[config.mk]
export PLATFORM = sky130hd
export DESIGN_NAME = verify_ram
export DESIGN_NICKNAME = d
export VERILOG_FILES = /design/src/rtl/verify_ram_pkg.sv /design/src/rtl/verify_ram_byte_compare.sv /design/src/rtl/verify_ram.sv
export SDC_FILE = /design/constraint.sdc
export NUM_CORES = 1
export LEC_CHECK = 0
export BUFFER_PORTS_ARGS = -buffer_cell sky130_fd_sc_hd__buf_4
export CORE_AREA = 2 2 564 566
export DETAILED_ROUTE_END_ITERATION = 10
export DIE_AREA = 0 0 566 568
export PLACE_DENSITY = 0.3
export SLEW_MARGIN = 20
export SYNTH_ARGS = -nofsm -noshare
export SYNTH_HDL_FRONTEND = slang
export SYNTH_SLANG_ARGS = --single-unit
[constraint.sdc]
create_clock -name ram_clk -period 8.47 [get_ports ram_clk]
set_input_delay 0.847 -clock ram_clk [delete_from_list [all_inputs] [get_ports ram_clk]]
set_output_delay 0.847 -clock ram_clk [all_outputs]
set_load 0.1 [all_outputs]
[src/rtl/verify_ram_pkg.sv]
// Bank geometry shared with the fill stage, plus FSM state types for the readback checker.
package verify_ram_pkg;

  localparam int unsigned CYCLES_PER_RAM_BLOCK = 4;
  localparam int unsigned RAM_BLOCKS_PER_BANK  = 8;
  localparam int unsigned RAM_BLOCK_SIZE       = 256;
  localparam int unsigned BEATS_PER_BANK       = CYCLES_PER_RAM_BLOCK * RAM_BLOCKS_PER_BANK;

  typedef enum logic {
    AR_IDLE,
    AR_ISSUE
  } ar_state_e;

  typedef enum logic [1:0] {
    R_IDLE,
    R_RECV,
    R_DRAIN
  } r_state_e;

  function automatic logic [63:0] beat_addr(input logic [63:0] base,
                                            input logic [63:0] idx,
                                            input int unsigned bytes_per_beat);
    return base + idx * 64'(bytes_per_beat);
  endfunction

endpackage

[src/rtl/verify_ram_byte_compare.sv]
// All-bytes-equal reduction of one data beat against the fill pattern.
module byte_compare #(
  parameter int unsigned DW         = 512,
  parameter logic [7:0]  FILL_VALUE = 8'hFC
) (
  input  logic [DW-1:0] data,
  output logic          all_equal
);

  assign all_equal = (data == {(DW/8){FILL_VALUE}});

endmodule

[src/rtl/verify_ram.sv]
// Reads back one RAM bank over AXI and counts beats that differ from the fill pattern.
module verify_ram
  import verify_ram_pkg::*;
#(
  parameter int unsigned DW         = 512,
  parameter logic [7:0]  FILL_VALUE = 8'hFC,
  parameter logic [63:0] BASE_ADDR  = 64'h10_0000_0000
) (
  input  logic            ram_clk,
  input  logic            ram_reset,
  input  logic            start,
  output logic            idle,
  output logic [63:0]     elapsed,
  output logic [31:0]     mismatch_count,
  output logic [63:0]     first_bad_addr,
  output logic            resp_error,
  output logic [3:0]      M_AXI_ARID,
  output logic [63:0]     M_AXI_ARADDR,
  output logic [7:0]      M_AXI_ARLEN,
  output logic [2:0]      M_AXI_ARSIZE,
  output logic [1:0]      M_AXI_ARBURST,
  output logic            M_AXI_ARLOCK,
  output logic [3:0]      M_AXI_ARCACHE,
  output logic [2:0]      M_AXI_ARPROT,
  output logic [3:0]      M_AXI_ARQOS,
  output logic            M_AXI_ARVALID,
  input  logic            M_AXI_ARREADY,
  input  logic [DW-1:0]   M_AXI_RDATA,
  input  logic [1:0]      M_AXI_RRESP,
  input  logic            M_AXI_RLAST,
  input  logic            M_AXI_RVALID,
  output logic            M_AXI_RREADY,
  output logic [3:0]      M_AXI_AWID,
  output logic [63:0]     M_AXI_AWADDR,
  output logic [7:0]      M_AXI_AWLEN,
  output logic [2:0]      M_AXI_AWSIZE,
  output logic [1:0]      M_AXI_AWBURST,
  output logic            M_AXI_AWLOCK,
  output logic [3:0]      M_AXI_AWCACHE,
  output logic [2:0]      M_AXI_AWPROT,
  output logic [3:0]      M_AXI_AWQOS,
  output logic            M_AXI_AWVALID,
  output logic [DW-1:0]   M_AXI_WDATA,
  output logic [DW/8-1:0] M_AXI_WSTRB,
  output logic            M_AXI_WLAST,
  output logic            M_AXI_WVALID,
  output logic            M_AXI_BREADY
);

  localparam int unsigned BYTES_PER_BEAT = DW / 8;
  localparam int unsigned BEAT_W  = $clog2(BEATS_PER_BANK + 1);
  localparam int unsigned BURST_W = $clog2(CYCLES_PER_RAM_BLOCK + 1);
  localparam int unsigned AR_W    = $clog2(RAM_BLOCKS_PER_BANK + 1);

  ar_state_e         ar_state_q, ar_state_d;
  logic              arvalid_q, arvalid_d;
  logic [63:0]       araddr_q, araddr_d;
  logic [AR_W-1:0]   ar_cnt_q, ar_cnt_d;
  r_state_e          r_state_q, r_state_d;
  logic              idle_q, idle_d;
  logic [BEAT_W-1:0] beat_cnt_q, beat_cnt_d;
  logic [BURST_W-1:0] burst_beat_q, burst_beat_d;
  logic              cmp_valid_q, cmp_valid_d;
  logic              cmp_bad_q, cmp_bad_d;
  logic [BEAT_W-1:0] cmp_idx_q, cmp_idx_d;
  logic [63:0]       elapsed_q, elapsed_d;
  logic [31:0]       mismatch_q, mismatch_d;
  logic [63:0]       first_bad_q, first_bad_d;
  logic              resp_err_q, resp_err_d;

  logic all_equal;
  logic go, ar_hs, r_hs, last_exp;

  byte_compare #(
    .DW         (DW),
    .FILL_VALUE (FILL_VALUE)
  ) u_byte_compare (
    .data      (M_AXI_RDATA),
    .all_equal (all_equal)
  );

  always_comb begin
    ar_state_d   = ar_state_q;
    arvalid_d    = arvalid_q;
    araddr_d     = araddr_q;
    ar_cnt_d     = ar_cnt_q;
    r_state_d    = r_state_q;
    idle_d       = idle_q;
    beat_cnt_d   = beat_cnt_q;
    burst_beat_d = burst_beat_q;
    elapsed_d    = elapsed_q;
    mismatch_d   = mismatch_q;
    first_bad_d  = first_bad_q;
    resp_err_d   = resp_err_q;

    go       = start && idle_q;
    ar_hs    = arvalid_q && M_AXI_ARREADY;
    r_hs     = M_AXI_RVALID && !idle_q && (r_state_q == R_RECV);
    last_exp = (burst_beat_q == BURST_W'(CYCLES_PER_RAM_BLOCK - 1));

    cmp_valid_d = r_hs;
    cmp_bad_d   = r_hs && !all_equal;
    cmp_idx_d   = r_hs ? beat_cnt_q : cmp_idx_q;

    case (ar_state_q)
      AR_IDLE: begin
        if (go) begin
          ar_state_d = AR_ISSUE;
          arvalid_d  = 1'b1;
          araddr_d   = BASE_ADDR;
          ar_cnt_d   = '0;
        end
      end
      AR_ISSUE: begin
        if (ar_hs) begin
          if (ar_cnt_q == AR_W'(RAM_BLOCKS_PER_BANK - 1)) begin
            arvalid_d  = 1'b0;
            ar_state_d = AR_IDLE;
          end else begin
            ar_cnt_d = ar_cnt_q + 1'b1;
            araddr_d = araddr_q + 64'(RAM_BLOCK_SIZE);
          end
        end
      end
      default: ar_state_d = AR_IDLE;
    endcase

    // Compare result from the previous cycle's beat lands here, independent of this cycle's handshake.
    if (cmp_valid_q && cmp_bad_q) begin
      if (mismatch_q != '1) mismatch_d = mismatch_q + 32'd1;
      if (mismatch_q == '0) first_bad_d = beat_addr(BASE_ADDR, 64'(cmp_idx_q), BYTES_PER_BEAT);
    end

    if (!idle_q) elapsed_d = elapsed_q + 64'd1;

    case (r_state_q)
      R_IDLE: begin
        if (go) begin
          r_state_d    = R_RECV;
          idle_d       = 1'b0;
          beat_cnt_d   = '0;
          burst_beat_d = '0;
          mismatch_d   = '0;
          resp_err_d   = 1'b0;
          elapsed_d    = '0;
        end
      end
      R_RECV: begin
        if (r_hs) begin
          if (M_AXI_RRESP != 2'b00 || M_AXI_RLAST != last_exp) resp_err_d = 1'b1;
          burst_beat_d = last_exp ? '0 : burst_beat_q + 1'b1;
          beat_cnt_d   = beat_cnt_q + 1'b1;
          if (beat_cnt_q == BEAT_W'(BEATS_PER_BANK - 1)) r_state_d = R_DRAIN;
        end
      end
      R_DRAIN: begin
        r_state_d = R_IDLE;
        idle_d    = 1'b1;
      end
      default: r_state_d = R_IDLE;
    endcase
  end

  always_ff @(posedge ram_clk or posedge ram_reset) begin
    if (ram_reset) begin
      ar_state_q   <= AR_IDLE;
      arvalid_q    <= 1'b0;
      araddr_q     <= '0;
      ar_cnt_q     <= '0;
      r_state_q    <= R_IDLE;
      idle_q       <= 1'b1;
      beat_cnt_q   <= '0;
      burst_beat_q <= '0;
      cmp_valid_q  <= 1'b0;
      cmp_bad_q    <= 1'b0;
      cmp_idx_q    <= '0;
      elapsed_q    <= '0;
      mismatch_q   <= '0;
      first_bad_q  <= '0;
      resp_err_q   <= 1'b0;
    end else begin
      ar_state_q   <= ar_state_d;
      arvalid_q    <= arvalid_d;
      araddr_q     <= araddr_d;
      ar_cnt_q     <= ar_cnt_d;
      r_state_q    <= r_state_d;
      idle_q       <= idle_d;
      beat_cnt_q   <= beat_cnt_d;
      burst_beat_q <= burst_beat_d;
      cmp_valid_q  <= cmp_valid_d;
      cmp_bad_q    <= cmp_bad_d;
      cmp_idx_q    <= cmp_idx_d;
      elapsed_q    <= elapsed_d;
      mismatch_q   <= mismatch_d;
      first_bad_q  <= first_bad_d;
      resp_err_q   <= resp_err_d;
    end
  end

  assign idle           = idle_q;
  assign elapsed        = elapsed_q;
  assign mismatch_count = mismatch_q;
  assign first_bad_addr = first_bad_q;
  assign resp_error     = resp_err_q;

  assign M_AXI_ARID    = '0;
  assign M_AXI_ARADDR  = araddr_q;
  assign M_AXI_ARLEN   = 8'(CYCLES_PER_RAM_BLOCK - 1);
  assign M_AXI_ARSIZE  = 3'($clog2(BYTES_PER_BEAT));
  assign M_AXI_ARBURST = 2'b01;
  assign M_AXI_ARLOCK  = 1'b0;
  assign M_AXI_ARCACHE = '0;
  assign M_AXI_ARPROT  = '0;
  assign M_AXI_ARQOS   = '0;
  assign M_AXI_ARVALID = arvalid_q;
  assign M_AXI_RREADY  = ~idle_q;

  assign M_AXI_AWID    = '0;
  assign M_AXI_AWADDR  = '0;
  assign M_AXI_AWLEN   = '0;
  assign M_AXI_AWSIZE  = '0;
  assign M_AXI_AWBURST = '0;
  assign M_AXI_AWLOCK  = 1'b0;
  assign M_AXI_AWCACHE = '0;
  assign M_AXI_AWPROT  = '0;
  assign M_AXI_AWQOS   = '0;
  assign M_AXI_AWVALID = 1'b0;
  assign M_AXI_WDATA   = '0;
  assign M_AXI_WSTRB   = '0;
  assign M_AXI_WLAST   = 1'b0;
  assign M_AXI_WVALID  = 1'b0;
  assign M_AXI_BREADY  = 1'b0;

endmodule

Word level (Yosys, flattened, before mapping)
Cells that the tools add are included.
Widths: inputs -> output; s select.
{ "classes": {"bitwise": 2, "n_eq_ne": 16, "mux": 39, "n_addsub": 7, "n_reduce_logical": 21} }
{ "ops": {"columns": ["cell", "count"], "rows": [
  ["$eq 512x512->1 const B", 1],
  ["$mux 64", 6],
  ["$mux 32", 4],
  ["$pmux 64 s2", 1],
  ["$add 64x1->64 const B", 1],
  ["$add 64x9->64 const B", 1],
  ["$add 37x12->38 const A", 1],
  ["$add 32x1->32 const B", 1],
  ["$logic_not 32->1", 1],
  ["$ne 32x32->1 const B", 1],
  ["$mux 4", 3],
  ["$mux 6", 2],
  ["$pmux 6 s2", 1],
  ["$reduce_and 3->1", 4],
  ["$mux 1", 9],
  ["$mux 3", 3],
  ["$ne 2x1->1 const B", 4],
  ["$ne 2x2->1 const B", 4],
  ["$pmux 1 s2", 4],
  ["$pmux 4 s2", 1],
  ["$add 6x1->6 const B", 1],
  ["$eq 6x5->1 const B", 1],
  ["$logic_and 1x1->1", 6],
  ["$mux 2", 3],
  ["16 further kinds", 21]
]} }
{ "totals": {"register_bits": 251, "output_inout_bits": 930} }

Depth between registers and ports, before layout
{ "depth": {"ltp_word": 6, "depth_mapped": 9, "ltp_nobuf": 6} }

Modules after synthesis
Synthesis repeated with hierarchy kept, for this count alone.
{ "unflattened": {"hier_cells": 1978, "hier_area_um2": 16666.0} }
{ "modules_own_cells": {"columns": ["module", "area_each_um2", "cells_per_inst", "n_inst", "seq_area_each_um2"], "rows": [
  ["verify_ram", 15307.2, 1780, 1, 4655.7],
  ["byte_compare", 1358.8, 198, 1, 0.0]
]} }

Worst setup path after synthesis
Ideal clock, no wire load.
{ "synth_timing": {"kind": "register to register", "start": "register mismatch_q[0], in the netlist mismatch_count[0]", "end": "register mismatch_q[7], in the netlist mismatch_count[7]", "arrival_time_ns": 2.975, "path_stages_with_launch": 9, "slack_ns": 5.417, "path_cell_list": "dfrtp_1 -> ha_1 -> and4_1 -> clkbuf_1 -> nor4b_2 -> a31o_2 -> clkbuf_1 -> o21ai_0 -> a21oi_1"} }
{ "synth_via": {"elab_chain_len": 5, "word_cells_on_any_way": 6} }
{ "synth_lines": {"columns": ["item", "line", "text"], "rows": [
  ["start: declaration", "verify_ram.sv:67", "logic [31:0] mismatch_q, mismatch_d;"],
  ["start signal: assignment", "verify_ram.sv:194", "mismatch_q <= mismatch_d;"],
  ["$add 32x1->32 or $ne 32x32->1 (tied branches)", "verify_ram.sv:130", "if (mismatch_q != '1) mismatch_d = mismatch_q + 32'd1;"],
  ["$mux 32 (*)", "verify_ram.sv:130", null],
  ["$mux 32 (*)", "verify_ram.sv:129", "if (cmp_valid_q && cmp_bad_q) begin"],
  ["$mux 32", "verify_ram.sv:138", "if (go) begin"],
  ["$mux 32 (*)", "verify_ram.sv:136", "case (r_state_q)"],
  ["net mismatch_d[7]", "verify_ram.sv:67", null]
]} }
Mark *: on every way through the listed nets, which the timed path passes. The rest lies on a longest branch.
A chain may end at the register's enable or synchronous reset.

Worst setup path in the final report
{ "layout_timing": {"start": "register idle_q, in the netlist idle", "end": "register araddr_q[61], in the netlist M_AXI_ARADDR[61]"} }
{ "layout_via": {"elab_chain_len": 3} }
{ "layout_lines": {"columns": ["item", "line", "text"], "rows": [
  ["start: declaration", "verify_ram.sv:60", "logic idle_q, idle_d;"],
  ["start signal: assignment", "verify_ram.sv:187", "idle_q <= idle_d;"],
  ["$logic_and 1x1->1", "verify_ram.sv:96", "go = start && idle_q;"],
  ["$ne 2x2->1 (no line)", null, null],
  ["$reduce_and 3->1 (no line)", null, null],
  ["end signal: assignment", "verify_ram.sv:184", "araddr_q <= araddr_d;"],
  ["end: declaration", "verify_ram.sv:57", "logic [63:0] araddr_q, araddr_d;"]
]} }
Every way passes these cells.

==> key figures <==
Place
  – RD Place Congestion: 0.8526
  – Hpwl dp: 72800 µm
  – Dpl cells: 6779
  – Number of buffers added on ports: 682

Timing
  – RSZ-0062 raised after global routing: no
  – Fmax: 283.5 MHz
  – Slew HR: 28.91%
  – Final period utilization: 41.65%
  – # setup viols final: 0
  – Fin crit period: 3.528 ns
  – Skew final: 0.04645 ns
  – Final hold vios: 0
  – Final hold slack: 0.4355 ns
  – Max-slew violations: 0
  – Final setup TNS: 0 ns
  – Worst-Margin Slew: 1.057 ns

Synth
  – Post-synthesis sequential area ratio: 27.95%
  – Library cells used by synthesis: 56
  – Largest area contributor in the synthesized netlist: buf_4
  – Synth async-reset ratio: 100.0%
  – Post-synth EDFFs: 0
  – #FFs+latches synth: 186
  – Avg Cell Area, Syn: 8.522 µm²
  – Synth Flop Type: dfrtp_1
  – Synthesis warning total: 0
  – Top cell type's share of synthesized area: 34.56%
  – Post-synthesis cell count: 1955
  – Area contributors post-synth: buf_4, dfrtp_1, nand4_1, nand4b_1, nand4bb_1
  – Synthesized area: 0.01666 mm²

Clock tree
  – CTS hold repair buffers: 0
  – Max Root-Sink Buffers: 3
  – Clk slew on worst S/H paths: 0.11 ns
  – CTS tree: yes
  – # resized after CTS: 0
  – Cts bufs inserted: 25
  – Clk Tree Root Cell: clkbuf_16
  – Post-CTS setup buffer count: 0
  – Skew-Pair Late Insertion Delay: 0.56 ns
  – CTS H-Tree Depth: 4
  – TritonCTS Sinks: 186

Final layout
  – Commonest non-fill, non-tap cell in the layout: conb_1
  – Most frequent cells in the layout: conb_1, buf_4, dfrtp_1
  – End-of-flow core utilization: 7.860%
  – Final net count: 3153
  – Share of layout cells above drive strength 1: 29.10%
  – Fillcell total: 37.11k
  – Finished Layout Cells: 6816
  – Area delta synth->final: 49.21%

GRT
  – All-Layer GR Usage: 5.007%
  – Vias in the first global route: 13.44k
  – Antenna violations before repair: 12
  – First-pass GRT wire length: 112300 µm
  – Global route overflow: 0
  – Largest net degree at the start of global routing: 101

Die
  – DIE HEIGHT: 568 µm
  – Ports: 1450
  – Rows: 207
  – Die area: 0.3215 mm²
  – DIE WIDTH: 566 µm
  – Initial Util: 5.268%
  – Core area: 0.3162 mm²

Routing
  – Initial DRT Pass Iterations: 7
  – Iter 0 DRT Violations: 623
  – Residual DRC: 0
  – WL final: 85500 µm
  – Antenna-violating nets left: 0
  – Vias per inst: 2.134
  – Routed wire per std cell: 12.54 µm
  – DR vias: 14.55k

Min path
  – Hold Crit Class: in -> async

Worst setup path
  – Crit. End Element: flop
  – Crit path capture: M_AXI_ARADDR[61]$_DFFE_PP0P_
  – Critical Path RT: 8.92 ns
  – Worst EP arrival: 3.97 ns
  – Reg2Reg Depth: 5
  – CP Max Fanout: 21
  – Reg2reg end: M_AXI_ARADDR[61]$_DFFE_PP0P_
  – Startpoint Class: flop
  – RR Startpoint: idle$_DFFE_PP1P_
  – Slack of the worst reg-to-reg path: 4.94 ns
  – Critical Path Start: idle$_DFFE_PP1P_
  – Critical Setup Path Class: reg -> reg

Flow run
  – Max-cap violations: 0

Power and ir drop
  – VDD IR-drop max: 0.1054 mV
  – Pleak: 0.01034 µW
  – Total power: 5324 µW
  – Cell Pwr Density: 214.2 mW/mm²

Outcome
  – Status: complete, no violations
logic make-up (layout without fill, tap and decap cells):
family | Yosys count | in the layout | synth area share (%)
flip-flops | 186 | 186 | 27.95
multiplexers | 20 | 20 | 1.292
AND/OR/NAND/NOR | 644 | 644 | 23.57
XOR/XNOR | 66 | 66 | 3.470
AO/OA/AOI/OAI | 187 | 187 | 6.752
other | 2 | 771 | 0.04508
buffers and inverters | 843 | 755 | 36.40
adder cells (fa/ha/maj) | 7 | 7 | 0.5257
where the power goes:
group / internal, µW / switching, µW / leakage [µW]
Sequential: 1030 / 216 / 0.00242
Clock: 612 / 484 / 0.000361
Combinational: 422 / 2560 / 0.00756
Total: 2060 / 3260 / 0.0103
layer usage:
layer | GRT usage, % | share of wire (%)
met1 | 5.666 | 39
met2 | 8.762 | 50
met3 | 1.646 | 8.6
met4 | 1.700 | 2.7
met5 | 0 | 0.096
cell usage after synthesis (8+ instances only):
cell	count
a41o_1	8
and4_1	19
nor4_1	54
nand2_1	86
mux2i_1	8
xor2_1	31
nor3_1	15
and3_1	26
a21oi_1	74
or4_1	37
buf_4	767
nand4b_1	43
a31oi_1	11
nand4bb_1	33
nand3_1	61
clkbuf_1	39
inv_1	25
or3_1	39
nor2_1	96
nand2b_1	8
xnor2_1	35
nand4_1	91
o21ai_0	45
mux2_2	12
dfrtp_1	185
o31ai_1	33
state kept, by name (all words and copies together) (netlist names), 3 cells and up:
signal and cells:
M_AXI_ARADDR 56, ar_cnt_q 4, beat_cnt_q 6, burst_beat_q 3, cmp_idx_q 6, elapsed 64, first_bad_addr 7, mismatch_count 32
through the flow:
| stage | cell area [µm²] | worst slack [ns] |
|---|---|---|
| after floorplan | 19530 | 2.568 |
| after detailed placement | 24110 | 4.591 |
| after global routing | 24860 | 4.632 |
| after CTS | 24850 | 4.852 |
| final | 24860 | 4.942 |
| after global placement | 24100 | 4.610 |
worst min path at each step:
stage                                      from                      endpoint  slack (ns)  cells after the start
floorplan           burst_beat_q[1]$_DFFE_PP0P_   burst_beat_q[1]$_DFFE_PP0P_        0.45                      2
global placement    burst_beat_q[1]$_DFFE_PP0P_   burst_beat_q[1]$_DFFE_PP0P_        0.47                      2
detailed placement  burst_beat_q[1]$_DFFE_PP0P_   burst_beat_q[1]$_DFFE_PP0P_        0.48                      2
CTS                                   ram_reset  M_AXI_ARADDR[27]$_DFFE_PP0P_        0.44                      2
global route                          ram_reset  M_AXI_ARADDR[27]$_DFFE_PP0P_        0.46                      2
finish                                ram_reset  M_AXI_ARADDR[27]$_DFFE_PP0P_        0.44                      2
area by class of cell:
type                            instances  area (µm²)  share of cell area [%]
Multi-Input combinational cell       1691        8877                   35.71
Clock buffer                           28       656.9                   2.643
Timing Repair Buffer                  697        5245                   21.10
Sequential cell                       186        4656                   18.73
Inverter                               25       101.3                  0.4077
Clock inverter                          5       81.33                  0.3272
Antenna cell                            4       10.01                 0.04027
Tap cell                             4180        5230                   21.04
worst max-delay path, stage by stage (launching register included):
cell	delay [ns]
dfstp_2	0.66
nand3b_1	0.63
a2111o_1	0.88
or3_1	0.57
or4_1	0.54
a21oi_1	0.16
(Power assumes the default switching activity.)
